## config.mk

```make
export PLATFORM = sky130hd
export DESIGN_NAME = seq_detector_mealy
export DESIGN_NICKNAME = d
export VERILOG_FILES = /design/src/rtl/seq_detector_mealy.sv
export SDC_FILE = /design/constraint.sdc
export NUM_CORES = 1
export LEC_CHECK = 0
export CAP_MARGIN = 20
export CORE_AREA = 3 3 40 42
export CTS_BUF_LIST = sky130_fd_sc_hd__clkbuf_16
export DETAILED_ROUTE_END_ITERATION = 8
export DIE_AREA = 0 0 43 45
export GPL_TIMING_DRIVEN = 0
export PLACE_DENSITY = 0.41
export RECOVER_POWER = 100
export SLEW_MARGIN = 20
export SYNTH_ARGS = -nofsm -noshare
export SYNTH_HDL_FRONTEND = slang
export SYNTH_SLANG_ARGS = --single-unit
export TNS_END_PERCENT = 100
```

## constraint.sdc

```tcl
create_clock -name clk -period 1.4 [get_ports clk]
set_input_delay 0.21 -clock clk [delete_from_list [all_inputs] [get_ports clk]]
set_output_delay 0.21 -clock clk [all_outputs]
set_load 0.02 [all_outputs]
```

## src/rtl/seq_detector_mealy.sv

```systemverilog
// rtl/seq_detector_mealy.sv - parametrised Mealy serial sequence detector with run-time overlap select
// Optional saturating match counter (cnt_clr/match_cnt/cnt_sat) compiled in with SEQDET_MATCH_CNT_EN.
module seq_detector_mealy #(
  parameter int                 PAT_LEN = 4,
  parameter logic [PAT_LEN-1:0] PATTERN = 4'b1101,
  parameter int                 CNT_W   = 8
) (
  input  logic             clk,
  input  logic             n_reset,
  input  logic             d_valid,
  input  logic             d_in,
  input  logic             overlap,
`ifdef SEQDET_MATCH_CNT_EN
  input  logic             cnt_clr,
  output logic [CNT_W-1:0] match_cnt,
  output logic             cnt_sat,
`endif
  output logic             d_out
);

  localparam int             FW       = $clog2(PAT_LEN);
  localparam logic [FW-1:0]  FILL_MAX = FW'(PAT_LEN - 1);

  if (PAT_LEN < 2 || PAT_LEN > 16 || CNT_W < 1) begin : g_param_check
    $error("seq_detector_mealy: illegal parameter value");
  end

  logic [PAT_LEN-2:0] hist, hist_nxt;
  logic [FW-1:0]      fill, fill_nxt;
  logic [PAT_LEN-1:0] window;
  logic               match;

  always_ff @(posedge clk) begin
    if (n_reset) begin
      hist <= '0;
      fill <= '0;
    end else begin
      hist <= hist_nxt;
      fill <= fill_nxt;
    end
  end

  // fill gates the compare so reset zeros in hist can never fake a match
  always_comb begin
    window   = {hist, d_in};
    match    = d_valid && (fill == FILL_MAX) && (window == PATTERN);
    d_out    = !n_reset && match;
    hist_nxt = hist;
    fill_nxt = fill;
    if (d_valid) begin
      hist_nxt = window[PAT_LEN-2:0];
      if (match && !overlap) begin
        fill_nxt = '0;
      end else if (fill != FILL_MAX) begin
        fill_nxt = fill + 1'b1;
      end
    end
  end

`ifdef SEQDET_MATCH_CNT_EN
  assign cnt_sat = &match_cnt;

  always_ff @(posedge clk) begin
    if (n_reset || cnt_clr) begin
      match_cnt <= '0;
    end else if (d_out && !cnt_sat) begin
      match_cnt <= match_cnt + 1'b1;
    end
  end
`endif

endmodule

```

==> results.toml <==
[outcome]
outcome = "finished, final reports clean"

[placement]
gpl.final_weighted_congestion = 0.5922
buffer_ports.inserted = 5
dpl.hpwl_um = 362.7

[clock_network]
clk-insertion-delay-late_ps = 230
worst_setup_hold_path_clk_slew_ps = 30
clock_path_buffers = 2
cts.htree.levels = 1
cts.sink_count = 5
cts_inserted_buffers = 3
postCtsSetupRepairBufs = 0
clock_tree.root_cell = "sky130_fd_sc_hd__clkbuf_16"
tritoncts_clock_tree = "yes"

[power]
power_switching_mw = 0.1175
pwr-share-clk = 0.701
pwr_density_cell_nw_per_um2 = 1676
total_power_mw = 0.6628
power_report.internal_total_mw = 0.5453
ir_drop_mv = 0.4909
switching_fraction = 0.1773
power.share.combinational = 0.059
p_leak_nw = 0.1792
share_seq_of_total_power = 0.240

[routing]
drt-wirelength-per-cell_um = 10.45
drt-initial-drc-count = 3
highest-signal-layer = "met4"
avgViaCountPerCell = 4.020
met1Wirelength_um = 244
routed_wl_um = 512
route.met3.wl_um = 44
drc = 0
drt_first_pass_iters = 2
routed-wl-met2_um = 197
detail-route-antenna-nets = 0
routed-via-count = 197

[finish]
areaGrowthSynthToFinish_pct = 59.60
drive_gt1_frac = 0.2059
finish.net_count = 41
insertedDiodeCount = 0
layout_common_cells = "sky130_fd_sc_hd__nand2b_1 (3), sky130_fd_sc_hd__mux2i_1 (3), sky130_fd_sc_hd__nor2_1 (3), sky130_fd_sc_hd__clkbuf_16 (3), sky130_fd_sc_hd__dfxtp_1 (3)"

[critical_path]
start_kind = "flip-flop"
crit_path_end_kind = "primary output"
cpMaxStageDelayCell = "sky130_fd_sc_hd__dfxtp_2"
worst_path_largest_cell_delay_ps = 320
cp_cell_sequence = "nand3b_1, nor4_2, buf_4"
worst-endpoint-arrival_ps = 1120
critical_path_class = "reg -> out"
worst_ep_required_time_ps = 1190
cp_max_fo = 4
timing.reg2reg.worst_path_depth = 4

[sta]
fin_crit_sh = 0.9526
setup_viol = 0
hold_viol_final = 0
max_slew.worst_pin.slew_ps = 289.4
clock_skew_ps = 0.1808
rsz0062_at_grt = "yes"
timing.final.crit_period_ps = 1334
max_slew_margin = 0.8071
fin_worst_hold_slack_ps = 301.0
finalMaxSlewViolations = 0
fmax_mhz = 749.8

[floorplanning]
start_util = 0.1928
dieWidth_um = 43
die_h_um = 45
design.die.area_um2 = 1935
top_level_i_o_count = 6
core.rowCount = 13
core_area_um2 = 1285

[global_route]
antenna_found_initial = 0
grt-ovfl-total = 0
groute.usage.overall = 0.06672
grt_pass1_vias = 180
grt_first_pass_wirelength_um = 807
grt_max_degree = 9

[synth]
synth_cells = 25
synth_largest_type_area_fraction = 0.4040
synth_warnings = 0
synth_nets = 31
ys_ff_latch = 5
synth.distinct_cells = 14
seq_area_frac_synth = 0.4040
netlist.top_cell.by_area = "sky130_fd_sc_hd__dfxtp_1"
post_synth_main_area_contributors = "sky130_fd_sc_hd__dfxtp_1 (40%), sky130_fd_sc_hd__mux2i_1 (12%), sky130_fd_sc_hd__nand2b_1 (7.6%), sky130_fd_sc_hd__and2b_1 (6.1%), sky130_fd_sc_hd__a31oi_2 (5.1%)"
syn_area_um2 = 247.7
synth_area_per_cell_um2 = 9.910

[job]
maxCapViolations = 0

[worst_hold_path]
holdCritPathClass = "in -> reg"
min_path_cells = 3
routing by layer:
metal	track usage	vias up
met2	0.06287	6
li1	-	105
met1	0.07264	81
met3	0.05578	5
met4	0.09036	0
met5	0	-
what timing repair did:
action / 4_1_cts / 5_1_grt
gates cloned: 0 / 0
pin swaps: 0 / 2
hold buffers: 0 / 0
gates resized for setup: 10 / 2
endpoints found under the setup margin: 1 / 1
flip-flops by register name, indices dropped and copies added, names as in the netlist:
register,count
hist,3
fill,2
synth_stat cells:
master,number
sky130_fd_sc_hd__inv_1,1
sky130_fd_sc_hd__ha_1,1
sky130_fd_sc_hd__a21oi_1,1
sky130_fd_sc_hd__nor2_1,3
sky130_fd_sc_hd__dfxtp_1,5
sky130_fd_sc_hd__and2b_1,2
sky130_fd_sc_hd__nand2b_1,3
sky130_fd_sc_hd__a31oi_2,1
sky130_fd_sc_hd__nor4_1,1
sky130_fd_sc_hd__nand2_1,1
sky130_fd_sc_hd__mux2i_1,3
sky130_fd_sc_hd__nand3b_1,1
sky130_fd_sc_hd__a22o_1,1
sky130_fd_sc_hd__and4bb_1,1
metrics by stage:
stage | std cells | setup WS, ps | setup TNS, ps | instance area, um^2 | util
finish | 49 | 66.29 | 0 | 395.4 | 0.3077
global route | 49 | -18.06 | -18.06 | 395.4 | 0.3077
CTS | 49 | 3.148 | 0 | 400.4 | 0.3116
detailed placement | 45 | -589.7 | -666.2 | 322.8 | 0.2512
global placement | 45 | -591.0 | -653.3 | 322.8 | 0.2512
floorplan | 25 | 182.1 | 0 | 254.0 | -
logic make-up (layout without fill, tap and decap cells):
logic type | Yosys count | count (layout) | synth area share
multiplexers | 3 | 3 | 0.1212
AO/OA/AOI/OAI | 3 | 3 | 0.1060
buffers and inverters | 1 | 10 | 0.01514
adder cells (fa/ha/maj) | 1 | 1 | 0.05050
AND/OR/NAND/NOR | 12 | 12 | 0.3030
flip-flops | 5 | 5 | 0.4041
worst paths after layout:
path	start	to	slack, ps
setup / recovery	hist[0]$_SDFFE_PP0P_	d_out	70
hold / removal	d_in	hist[0]$_SDFFE_PP0P_	300
setup reg to reg	fill[1]$_SDFFE_PP0P_	fill[1]$_SDFFE_PP0P_	190
hold reg to reg	hist[2]$_SDFFE_PP0P_	hist[2]$_SDFFE_PP0P_	490
layout make-up:
cell class	instances	area (um^2)
fillers	136	889.6
multi-input cells	19	143.9
flip-flops and latches	5	102.6
clock buffers	3	75.07
repair buffers	5	47.55
well taps	15	18.77
clock inverters	1	3.754
inverters	1	3.754
power groups by stage:
stage | sequential, mW | clock (mW) | combinational, mW
after floorplan | 0.158 | 0 | 0.0234
after global routing | 0.159 | 0.484 | 0.0435
after CTS | 0.159 | 0.475 | 0.0414
final | 0.159 | 0.465 | 0.0390
after global placement | 0.160 | 0 | 0.0423
after detailed placement | 0.160 | 0 | 0.0427
worst max-delay path: cells and delay by family (launching register included):
kind	cells	cell delay (ps)
flip-flops	1	320
buffers and inverters	1	170
AND/OR/NAND/NOR	2	400
Note: power is estimated with default switching activity, not from simulation.
